### config.mk
export PLATFORM = sky130hd
export DESIGN_NAME = accumulator_vec
export DESIGN_NICKNAME = d
export VERILOG_FILES = /design/src/rtl/tpu_pkg.sv /design/src/rtl/sat_adder.sv /design/src/rtl/accumulator_vec.sv
export SDC_FILE = /design/constraint.sdc
export NUM_CORES = 1
export LEC_CHECK = 0
export ABC_AREA = 0
export CORE_MARGIN = 2
export CORE_UTILIZATION = 59
export CTS_CLUSTER_DIAMETER = 80
export DETAILED_ROUTE_END_ITERATION = 16
export PLACE_DENSITY = 0.81
export SLEW_MARGIN = 20
export SYNTH_ARGS = -nofsm -noshare
export SYNTH_HDL_FRONTEND = slang
export SYNTH_SLANG_ARGS = --single-unit
### constraint.sdc
create_clock -name clk -period 5.3 [get_ports clk]
set_input_delay 1.06 -clock clk [delete_from_list [all_inputs] [get_ports clk]]
set_output_delay 1.06 -clock clk [all_outputs]
set_load 0.1 [all_outputs]
### src/rtl/tpu_pkg.sv
// Shared types and helpers for the TPU datapath blocks.
// sat_add works on sign-extended operands so one function serves every element width.
package tpu_pkg;

  typedef enum logic [0:0] {
    ACC_FILL,
    ACC_DRAIN
  } acc_state_t;

  // Widest element sat_add can handle is SatW-1 bits, leaving headroom for the carry.
  localparam int unsigned SatW = 64;

  typedef struct packed {
    logic [SatW-1:0] sum;
    logic            ovf;
  } sat_add_t;

  // Operands must already be sign-extended from `width` bits to SatW bits.
  function automatic sat_add_t sat_add(input logic signed [SatW-1:0] a,
                                       input logic signed [SatW-1:0] b,
                                       input int unsigned            width);
    logic signed [SatW-1:0] full;
    logic signed [SatW-1:0] max_v;
    logic signed [SatW-1:0] min_v;
    sat_add_t               res;
    full  = a + b;
    max_v = $signed((SatW'(1) << (width - 1)) - SatW'(1));
    min_v = ~max_v;
    res.sum = full;
    res.ovf = 1'b0;
    if (full > max_v) begin
      res.sum = max_v;
      res.ovf = 1'b1;
    end else if (full < min_v) begin
      res.sum = min_v;
      res.ovf = 1'b1;
    end
    return res;
  endfunction

endpackage

### src/rtl/sat_adder.sv
// Combinational signed adder that either clamps to the element range or wraps.
// ovf_o flags a clamp, so it is always low in wrapping mode.
module sat_adder
  import tpu_pkg::*;
#(
  parameter int unsigned DATA_WIDTH = 16,
  parameter bit          SATURATE   = 1'b1
) (
  input  logic [DATA_WIDTH-1:0] a_i,
  input  logic [DATA_WIDTH-1:0] b_i,
  output logic [DATA_WIDTH-1:0] sum_o,
  output logic                  ovf_o
);

  localparam int unsigned ExtW = SatW - DATA_WIDTH;

  sat_add_t              res;
  logic [DATA_WIDTH-1:0] wrap_sum;
  logic                  unused_sum_hi;

  assign res = sat_add({{ExtW{a_i[DATA_WIDTH-1]}}, a_i},
                       {{ExtW{b_i[DATA_WIDTH-1]}}, b_i},
                       DATA_WIDTH);

  assign wrap_sum      = a_i + b_i;
  // Clamped results always fit in DATA_WIDTH, so the upper bits carry no information.
  assign unused_sum_hi = ^res.sum[SatW-1:DATA_WIDTH];

  assign sum_o = SATURATE ? res.sum[DATA_WIDTH-1:0] : wrap_sum;
  assign ovf_o = SATURATE & res.ovf;

endmodule

### src/rtl/accumulator_vec.sv
// Collects a DEPTH-element partial-sum vector (overwrite or accumulate), then drains it
// downstream with valid/ready. Fill and drain never overlap.
module accumulator_vec
  import tpu_pkg::*;
#(
  parameter int unsigned DATA_WIDTH = 16,
  parameter int unsigned DEPTH      = 4,
  parameter bit          SATURATE   = 1'b1
) (
  input  logic                  clk,
  input  logic                  rst_n,
  input  logic                  in_valid_i,
  output logic                  in_ready_o,
  input  logic [DATA_WIDTH-1:0] in_data_i,
  input  logic                  in_accum_i,
  input  logic                  in_flush_i,
  output logic                  out_valid_o,
  input  logic                  out_ready_i,
  output logic [DATA_WIDTH-1:0] out_data_o,
  output logic                  out_last_o,
  output logic                  sat_o
);

  localparam int unsigned      IDX_W   = $clog2(DEPTH);
  localparam logic [IDX_W-1:0] LastIdx = IDX_W'(DEPTH - 1);

  acc_state_t            state_q;
  logic [DATA_WIDTH-1:0] mem_q [DEPTH];
  logic [IDX_W-1:0]      wr_idx_q;
  logic [IDX_W-1:0]      rd_idx_q;
  logic                  mode_acc_q;
  logic                  mode_flush_q;
  logic                  sat_q;

  logic                  in_fire;
  logic                  out_fire;
  logic                  first_beat;
  logic                  last_beat;
  logic                  acc_eff;
  logic                  flush_eff;
  logic                  sat_set;
  logic                  sat_clr;
  logic [DATA_WIDTH-1:0] add_sum;
  logic                  add_ovf;
  logic [DATA_WIDTH-1:0] wr_data;

  assign in_ready_o  = (state_q == ACC_FILL);
  assign out_valid_o = (state_q == ACC_DRAIN);
  assign out_data_o  = mem_q[rd_idx_q];
  assign out_last_o  = out_valid_o && (rd_idx_q == LastIdx);
  assign sat_o       = sat_q;

  assign in_fire    = in_valid_i & in_ready_o;
  assign out_fire   = out_valid_o & out_ready_i;
  assign first_beat = (wr_idx_q == '0);
  assign last_beat  = (wr_idx_q == LastIdx);

  // Beat 0 acts on the live mode bits; later beats use the copies captured on beat 0.
  assign acc_eff   = first_beat ? in_accum_i : mode_acc_q;
  assign flush_eff = first_beat ? in_flush_i : mode_flush_q;

  sat_adder #(
    .DATA_WIDTH(DATA_WIDTH),
    .SATURATE  (SATURATE)
  ) u_sat_adder (
    .a_i  (mem_q[wr_idx_q]),
    .b_i  (in_data_i),
    .sum_o(add_sum),
    .ovf_o(add_ovf)
  );

  assign wr_data = acc_eff ? add_sum : in_data_i;
  assign sat_set = in_fire & acc_eff & add_ovf;
  assign sat_clr = in_fire & first_beat & ~in_accum_i;

  always_ff @(posedge clk or negedge rst_n) begin
    if (!rst_n) begin
      for (int unsigned i = 0; i < DEPTH; i++) begin
        mem_q[i] <= '0;
      end
    end else if (in_fire) begin
      mem_q[wr_idx_q] <= wr_data;
    end
  end

  always_ff @(posedge clk or negedge rst_n) begin
    if (!rst_n) begin
      state_q      <= ACC_FILL;
      wr_idx_q     <= '0;
      rd_idx_q     <= '0;
      mode_acc_q   <= 1'b0;
      mode_flush_q <= 1'b0;
      sat_q        <= 1'b0;
    end else begin
      unique case (state_q)
        ACC_FILL: begin
          if (in_fire) begin
            if (first_beat) begin
              mode_acc_q   <= in_accum_i;
              mode_flush_q <= in_flush_i;
            end
            if (last_beat) begin
              wr_idx_q <= '0;
              if (flush_eff) begin
                state_q <= ACC_DRAIN;
              end
            end else begin
              wr_idx_q <= wr_idx_q + 1'b1;
            end
          end
        end
        ACC_DRAIN: begin
          if (out_fire) begin
            if (rd_idx_q == LastIdx) begin
              rd_idx_q <= '0;
              state_q  <= ACC_FILL;
            end else begin
              rd_idx_q <= rd_idx_q + 1'b1;
            end
          end
        end
        default: state_q <= ACC_FILL;
      endcase
      // A clamp in the same cycle wins over the overwrite clear.
      if (sat_set) begin
        sat_q <= 1'b1;
      end else if (sat_clr) begin
        sat_q <= 1'b0;
      end
    end
  end

endmodule

==> impl_metrics.env, run 1 <==
export IMPL_grt_pass1_vias=3776
export IMPL_drt_iter0_drc=309
export IMPL_drt_wl_total_um=10900
export IMPL_slew_viol_final=0
export IMPL_ys_types=59
export IMPL_period_needed_ns=4.15
export IMPL_fmax_mhz=241
export IMPL_max_slew_margin_pct=33.7
export IMPL_fin_tns_setup_ns=0
export IMPL_grt_pass1_wl_um=18900
export IMPL_outcome="completed"
export IMPL_postSynthNetCount=491
export IMPL_drc_errors=0
export IMPL_place_hpwl_um=7840
export IMPL_antenna_found_initial=0
export IMPL_die_y_um=93.6
export IMPL_gp_congestion=0.968
export IMPL_crit_arrival_ns=4.36
export IMPL_rsz0062_at_grt="false"
export IMPL_coreArea_sq_mm=0.00777
export IMPL_wl_met2_um=5360
export IMPL_synth_largest_area_cell="dfrtp_1"
export IMPL_start_util_pct=61.0
export IMPL_area_growth_pct=12.2
export IMPL_io_buffers=41
export IMPL_fin_crit_sh_pct=78.3
export IMPL_clk_pin_slew_ns=0.07
export IMPL_clk_insertion_delay_late_ns=0.36
export IMPL_diodes=0
export IMPL_clock_skew_ns=0.0108
export IMPL_start_kind="register"
export IMPL_layout_nets=520
export IMPL_mostFrequentLayoutCell="dfrtp_1"
export IMPL_drv_cap=0
export IMPL_fp_row_count=32
export IMPL_cts_buffers=9
export IMPL_syn_inst=447
export IMPL_path_max_fanout=13
export IMPL_cts_resized=0
export IMPL_fin_ws_ns=1.15
export IMPL_grt_overflow_total=0
export IMPL_place_ws_ns=1.06
export IMPL_ys_flop_type="dfrtp_1"
export IMPL_postCtsHoldBufs=0
export IMPL_synth_area_sq_mm=0.00474
export IMPL_stdcell_count=582
export IMPL_crit_required_ns=5.51
export IMPL_hold_path_class="register to register"
export IMPL_hold_viol=0
export IMPL_ioPinCount=42
export IMPL_mostFrequentLayoutCells="dfrtp_1 (72), nand2_1 (68), clkdlybuf4s50_1 (40)"
export IMPL_grt_usage_pct=28.1
export IMPL_syn_area_per_cell_sq_um=10.6
export IMPL_wl_per_cell_um=18.8
export IMPL_via_per_inst=6.40
export IMPL_setup_viol=0
export IMPL_die_area_sq_mm=0.00877
export IMPL_m1WireLength_um=4850
export IMPL_cts_tree="built"
export IMPL_cts_setup_buffers=0
export IMPL_clock_sinks=72
export IMPL_worstMarginPinSlew_ns=0.992
export IMPL_grt_max_degree=60
export IMPL_clock_path_buffers=2
export IMPL_async_flop_share_pct=100
export IMPL_fill_cells=593
export IMPL_dr_pass1_iters=5
export IMPL_htree_levels=3
export IMPL_yosys_top_cells_area="dfrtp_1 (38%), mux4_2 (15%), ha_1 (5.5%)"
export IMPL_synth_edf_count=0
export IMPL_ys_seq_area_share_pct=38.0
export IMPL_endpoint_kind="register"
export IMPL_synth_warnings=0
export IMPL_critical_path_class="register to register"
export IMPL_vias=3723
export IMPL_die_width_um=93.6
export IMPL_ant_nets=0
export IMPL_dp_cells=567
export IMPL_wl_met3_um=534
export IMPL_cts_root_buf="clkbuf_8"
export IMPL_drive_gt1_share_pct=15.8
export IMPL_netlist_area_leader_share_pct=38.0
export IMPL_highest_layer="met4"
export IMPL_synth_seq_cells=72
## area by class of cell
class	count	area, sq um	share of cell area, %
inverters	7	26.3	0.494
multi-input cells	340	2730	51.4
flip-flops and latches	72	1800	33.9
clock inverters	4	45.0	0.847
clock buffers	11	141	2.66
repair buffers	46	443	8.33
well taps	102	128	2.40
## per-stage QoR
stage	hold WS [ns]	instance area (sq um)	utilization [%]
2_1_floorplan	0.445	4740	-
3_3_place_gp	0.465	5130	66.1
3_5_place_dp	0.487	5130	66.1
4_1_cts	0.502	5320	68.5
5_1_grt	0.533	5320	68.5
6_report	0.502	5320	68.5
## layer usage
| metal | vias up | GRT usage (%) |
|---|---|---|
| li1 | 1749 | - |
| met1 | 1855 | 39.0 |
| met2 | 103 | 45.1 |
| met3 | 16 | 5.32 |
| met4 | 0 | 8.94 |
| met5 | - | 0 |
## worst max-delay path, stage by stage (launching register included)
cell	delay, ns
dfrtp_1	0.66
buf_4	0.35
mux4_2	0.57
fa_1	0.44
a21o_2	0.22
a221oi_2	0.38
a31o_2	0.27
o21a_4	0.20
nand3_4	0.15
a211oi_1	0.55
o31ai_1	0.18
## path summary, 6_finish.rpt
| path | startpoint | to | slack, ns | cells past startpoint |
|---|---|---|---|---|
| max in group asynchronous | rst_n | wr_idx_q[1] | 3.66 | 2 |
| worst max register to register | wr_idx_q[0] | mem_q[53] | 1.15 | 10 |
| worst max-delay path | wr_idx_q[0] | mem_q[53] | 1.15 | 10 |
| worst min register to register | mode_flush_q | mode_flush_q | 0.50 | 2 |
| worst min-delay path | mode_flush_q | mode_flush_q | 0.50 | 2 |
| min in group asynchronous | rst_n | mem_q[44] | 0.58 | 1 |
## flip-flops by register name, summed over array words and instances, names as in the netlist
| register | flops |
|---|---|
| mode_acc_q | 1 |
| mem_q | 64 |
| out_valid_o | 1 |
| mode_flush_q | 1 |
| sat_o | 1 |
| wr_idx_q | 2 |
| rd_idx_q | 2 |
## kinds of logic after synthesis
| group | share of synthesized area, % |
|---|---|
| compound gates | 20.1 |
| xor+xnor | 2.22 |
| fa+ha+maj | 5.96 |
| buf+inv | 4.41 |
| flops | 38.0 |
| mux | 16.3 |
| simple gates | 13.0 |
## cell usage after synthesis (4+ instances only)
cell,count
a211oi_1,8
a21o_1,4
a21oi_1,15
a31oi_1,21
clkbuf_1,20
clkbuf_8,4
dfrtp_1,72
ha_1,21
inv_1,7
mux4_2,32
nand2_1,68
nand2b_1,5
nand3_1,6
nor2_1,35
nor3_1,6
o21ai_0,20
o21ai_1,5
o31ai_1,28
xnor2_1,9
Power of run 1 is not shown: default switching activity piles up to over one toggle a cycle in this logic, so the estimate is an artifact.
==> inputs of run 2 (changes only) <==
clock period = 4.3 ns   (was 5.3 ns; I/O delays follow)
==> run 2 against run 1 <==
Via count grew 2.6%; design area shrank 0.49%; critical endpoint is now mem_q[50]; die area is the same; flip-flop and latch count is the same.
==> impl_metrics.env, run 2 (synthesized netlist as in run 1, its figures left out) <==
export IMPL_outcome="completed"
export IMPL_grt_usage_pct=28.8
export IMPL_grt_overflow_total=0
export IMPL_start_util_pct=61.0
export IMPL_die_y_um=93.6
export IMPL_die_area_sq_mm=0.00877
export IMPL_worstMarginPinSlew_ns=0.992
export IMPL_clock_skew_ns=0.0101
export IMPL_mostFrequentLayoutCells="dfrtp_1 (72), nand2_1 (68), nor2_1 (35)"
export IMPL_drv_cap=0
export IMPL_reg2reg_slack_ns=0.53
export IMPL_drc_errors=0
export IMPL_fill_cells=632
export IMPL_ioPinCount=42
export IMPL_diodes=0
export IMPL_fin_crit_sh_pct=87.6
export IMPL_setup_viol=0
export IMPL_grt_pass1_wl_um=19300
export IMPL_wl_per_cell_um=19.9
export IMPL_hold_path_class="register to register"
export IMPL_hold_viol=0
export IMPL_endpoint_kind="register"
export IMPL_stdcell_count=586
export IMPL_dr_pass1_iters=5
export IMPL_fin_tns_setup_ns=0
export IMPL_via_per_inst=6.52
export IMPL_place_ws_ns=0.272
export IMPL_worstHoldPathCells=2
export IMPL_coreArea_sq_mm=0.00777
export IMPL_drt_wl_total_um=11600
export IMPL_max_slew_margin_pct=33.9
export IMPL_vias=3818
export IMPL_cts_setup_buffers=0
export IMPL_cts_root_buf="clkbuf_8"
export IMPL_start_kind="register"
export IMPL_path_max_fanout=19
export IMPL_largest_register_ffs=64
export IMPL_r2r_start="wr_idx_q[0]"
export IMPL_cts_resized=0
export IMPL_period_needed_ns=3.77
export IMPL_io_buffers=41
export IMPL_mostFrequentLayoutCell="dfrtp_1"
export IMPL_area_growth_pct=11.6
export IMPL_reg2regPathDepth=10
export IMPL_cts_buffers=9
export IMPL_clk_pin_slew_ns=0.08
export IMPL_slew_viol_final=0
export IMPL_fp_row_count=32
export IMPL_hold_slack_ns=0.497
export IMPL_largestRegisters="mem_q x64, rd_idx_q x2, wr_idx_q x2"
export IMPL_crit_arrival_ns=3.97
export IMPL_clock_sinks=72
export IMPL_crit_slowest_cell="a211oi_1"
export IMPL_die_width_um=93.6
export IMPL_fin_ws_ns=0.531
export IMPL_ant_nets=0
export IMPL_critical_path_max_stage_delay_ns=0.56
export IMPL_worstHoldStart="mode_flush_q"
export IMPL_r2r_end="mem_q[50]"
export IMPL_crit_chain="buf_4, mux4_2, ha_1, a211o_1, a2111o_1, nand4_2, a21o_2, a21oi_4, a211oi_1, o31ai_1"
export IMPL_top_register="mem_q"
export IMPL_rsz0062_at_grt="false"
export IMPL_clock_path_buffers=2
export IMPL_drive_gt1_share_pct=20.0
export IMPL_place_hpwl_um=8370
export IMPL_cts_tree="built"
export IMPL_grt_pass1_vias=3932
export IMPL_layout_nets=524
export IMPL_crit_required_ns=4.50
export IMPL_drt_iter0_drc=224
export IMPL_fmax_mhz=265
export IMPL_dp_cells=571
export IMPL_clk_insertion_delay_late_ns=0.35
export IMPL_grt_max_degree=42
export IMPL_gp_congestion=0.952
export IMPL_htree_levels=3
export IMPL_worstHoldEndpoint="mode_flush_q"
export IMPL_critical_path_class="register to register"
export IMPL_postCtsHoldBufs=0
export IMPL_antenna_found_initial=0
-- run 2: cell types whose count changed in the layout (fill, tap and decap cells not counted) --
cell	previous run	this run
clkinv_2	3	2
clkdlybuf4s50_1	40	23
clkinvlp_4	0	1
buf_4	5	26
clkbuf_8	10	11
bufinv_16	1	0
-- run 2: area by class of cell --
type / instances / area (sq um) / area share (%)
inverters: 7 / 26.3 / 0.496
well taps: 102 / 128 / 2.41
flip-flops and latches: 72 / 1800 / 34.0
clock inverters: 3 / 17.5 / 0.331
clock buffers: 12 / 155 / 2.93
multi-input cells: 340 / 2730 / 51.7
repair buffers: 50 / 430 / 8.13
-- run 2: through the flow --
stage | instance area (sq um) | util (%)
after detailed placement | 5120 | 65.9
after global placement | 5120 | 65.9
after floorplan | 4740 | -
final | 5290 | 68.1
after global routing | 5290 | 68.1
after CTS | 5290 | 68.1
-- run 2: worst max path at each step --
| stage | start | end | slack (ns) | depth (start not counted) |
|---|---|---|---|---|
| floorplan | wr_idx_q[0] | mem_q[49] | 0.34 | 13 |
| global placement | in_data_i[0] | mem_q[51] | 0.37 | 10 |
| detailed placement | in_data_i[0] | mem_q[3] | 0.27 | 10 |
| CTS | wr_idx_q[0] | mem_q[3] | 0.54 | 10 |
| global route | wr_idx_q[0] | mem_q[50] | 0.28 | 10 |
| finish | wr_idx_q[0] | mem_q[50] | 0.53 | 10 |
-- run 2: layer usage --
layer	vias to the layer above	track usage, %	routed length [um]
met2	141	48.2	5740
met1	1902	38.0	4960
li1	1753	-	-
met4	0	12.2	299
met3	22	3.87	635
met5	-	0	0
-- run 2: worst max-delay path: cells and delay by family (launching register included) --
kind / cells / cell delay, ns
simple gates: 1 / 0.17
buf+inv: 1 / 0.22
flops: 1 / 0.42
compound gates: 6 / 1.94
fa+ha+maj: 1 / 0.32
mux: 1 / 0.55
Power of run 2 is left out for the same reason.
==> inputs of run 3 (changes only) <==
CORE_UTILIZATION = 60   (was 59)
CTS_BUF_LIST = sky130_fd_sc_hd__clkbuf_4   (was default)
GPL_TIMING_DRIVEN = 0   (was default)
PLACE_DENSITY = 0.83   (was 0.81)
==> run 3 against run 2 <==
Final cell count is 4.1% higher; sequential share of layout area fell by 1.3 points; flip-flop and latch count unchanged; clock skew hardly changed; register-to-register slack got worse by 0.22 ns; die area shrank 1.6%; setup slack worse by 0.40 ns; utilization is 3.5 points higher.
==> impl_metrics.env, run 3 (synthesized netlist as in run 1, its figures left out) <==
export IMPL_antenna_found_initial=0
export IMPL_cp_common_cell="clkbuf_1"
export IMPL_clock_path_buffers=2
export IMPL_wl_per_cell_um=20.1
export IMPL_hold_path_class="input port to async pin"
export IMPL_grt_pass1_wl_um=20400
export IMPL_clk_insertion_delay_late_ns=0.43
export IMPL_grt_overflow_total=0
export IMPL_cp_top_family="buffers and inverters"
export IMPL_r2r_end="mem_q[20]"
export IMPL_fin_crit_sh_pct=96.9
export IMPL_die_width_um=92.9
export IMPL_r2r_start="wr_idx_q[1]"
export IMPL_top_register="mem_q"
export IMPL_reg2regPathDepth=13
export IMPL_die_area_sq_mm=0.00863
export IMPL_start_util_pct=61.7
export IMPL_start_kind="register"
export IMPL_dr_pass1_iters=6
export IMPL_startpoint="rd_idx_q[1]"
export IMPL_drt_iter0_drc=245
export IMPL_coreArea_sq_mm=0.00769
export IMPL_cp_num_cells=4
export IMPL_setup_viol=0
export IMPL_ant_nets=0
export IMPL_drv_cap=0
export IMPL_path_max_fanout=10
export IMPL_die_y_um=92.9
export IMPL_reg2reg_slack_ns=0.31
export IMPL_rsz0062_at_grt="false"
export IMPL_drt_wl_total_um=12300
export IMPL_crit_arrival_ns=3.31
export IMPL_clk_pin_slew_ns=0.12
export IMPL_crit_chain="clkbuf_1, clkbuf_1, mux4_2, clkdlybuf4s50_1"
export IMPL_critical_path_class="register to primary output"
export IMPL_fp_row_count=32
export IMPL_grt_pass1_vias=4123
export IMPL_clock_skew_ns=0.00978
export IMPL_worstMarginPinSlew_ns=0.973
export IMPL_post_dp_cell_area_sq_mm=0.00530
export IMPL_crit_slowest_cell="clkdlybuf4s50_1"
export IMPL_slew_viol_final=0
export IMPL_vias=3996
export IMPL_crit_required_ns=3.44
export IMPL_diodes=0
export IMPL_highest_layer="met4"
export IMPL_period_needed_ns=4.17
export IMPL_design_area_sq_mm=0.00551
export IMPL_clock_sinks=72
export IMPL_largestRegisters="mem_q x64, rd_idx_q x2, wr_idx_q x2"
export IMPL_mostFrequentLayoutCells="dfrtp_1 (72), nand2_1 (68), nor2_1 (35)"
export IMPL_wl_met3_um=1040
export IMPL_endpoint_kind="primary output"
export IMPL_drive_gt1_share_pct=17.9
export IMPL_via_per_inst=6.55
export IMPL_hold_viol=0
export IMPL_area_growth_pct=16.2
export IMPL_grt_usage_pct=30.7
export IMPL_critical_path_buf_inv_count=3
export IMPL_fmax_mhz=240
export IMPL_gp_congestion=0.917
export IMPL_mostFrequentLayoutCell="dfrtp_1"
export IMPL_wl_met2_um=6020
export IMPL_max_slew_margin_pct=34.9
export IMPL_crit_end="out_data_o[6]"
export IMPL_m1WireLength_um=4920
export IMPL_io_buffers=41
export IMPL_ioPinCount=42
export IMPL_drc_errors=0
export IMPL_critical_path_max_stage_delay_ns=1.13
export IMPL_cts_buffers=9
export IMPL_cts_tree="built"
export IMPL_place_hpwl_um=8850
export IMPL_largest_register_ffs=64
export IMPL_htree_levels=3
export IMPL_cts_root_buf="clkbuf_4"
export IMPL_grt_max_degree=51
export IMPL_outcome="completed"
export IMPL_layout_nets=547
[run 3: through the flow]
stage                     setup TNS (ns)  worst slack [ns]  hold slack [ns]  util (%)  std cells
after floorplan                        0             0.343            0.445         -        447
after global placement            -25.14            -0.436            0.461      68.7        590
after detailed placement          -24.24            -0.543            0.478      69.0        591
after CTS                              0           0.00257            0.318      71.0        607
after global routing                   0            0.0224            0.321      71.6        610
final                                  0             0.134            0.309      71.6        610
[run 3: worst reg2reg max path, cell delays in order (launching register included)]
cell and delay, ns:
dfrtp_1 0.40, clkbuf_1 0.45, clkbuf_2 0.43, mux4_2 0.37
ha_1 0.29, clkdlybuf4s15_2 0.27, a31o_2 0.17, a21oi_1 0.10
or2_2 0.33, o21a_4 0.24, a21oi_4 0.32, buf_12 0.20
o21ai_1 0.14, a31oi_1 0.20
[run 3: timing repair]
action | CTS | global route
pin swaps | 0 | 1
hold endpoints to repair | 0 | 0
endpoints found under the setup margin | 73 | 60
setup buffers | 0 | 3
hold buffers | 0 | 0
gates resized for setup | 11 | 11
[run 3: area by class of cell]
class / instances / area (sq um)
Timing Repair Buffer: 45 / 448
Inverter: 7 / 26.3
Sequential cell: 72 / 1800
Tap cell: 102 / 128
Buffer: 28 / 190
Fill cell: 562 / 2180
Multi-Input combinational cell: 340 / 2760
Clock buffer: 10 / 75.1
Clock inverter: 6 / 83.8
[run 3: worst min path at each step]
stage                         to          from  slack (ns)
floorplan           mode_flush_q  mode_flush_q        0.44
global placement    mode_flush_q  mode_flush_q        0.46
detailed placement  mode_flush_q  mode_flush_q        0.48
CTS                    mem_q[60]         rst_n        0.32
global route           mem_q[60]         rst_n        0.32
finish                 mem_q[60]         rst_n        0.31
[run 3: routing by layer]
layer	up-vias	GRT usage (%)
met1	1954	41.2
li1	1804	-
met3	28	4.88
met5	-	0
met2	210	50.8
met4	0	11.0
Power of run 3 is left out for the same reason.
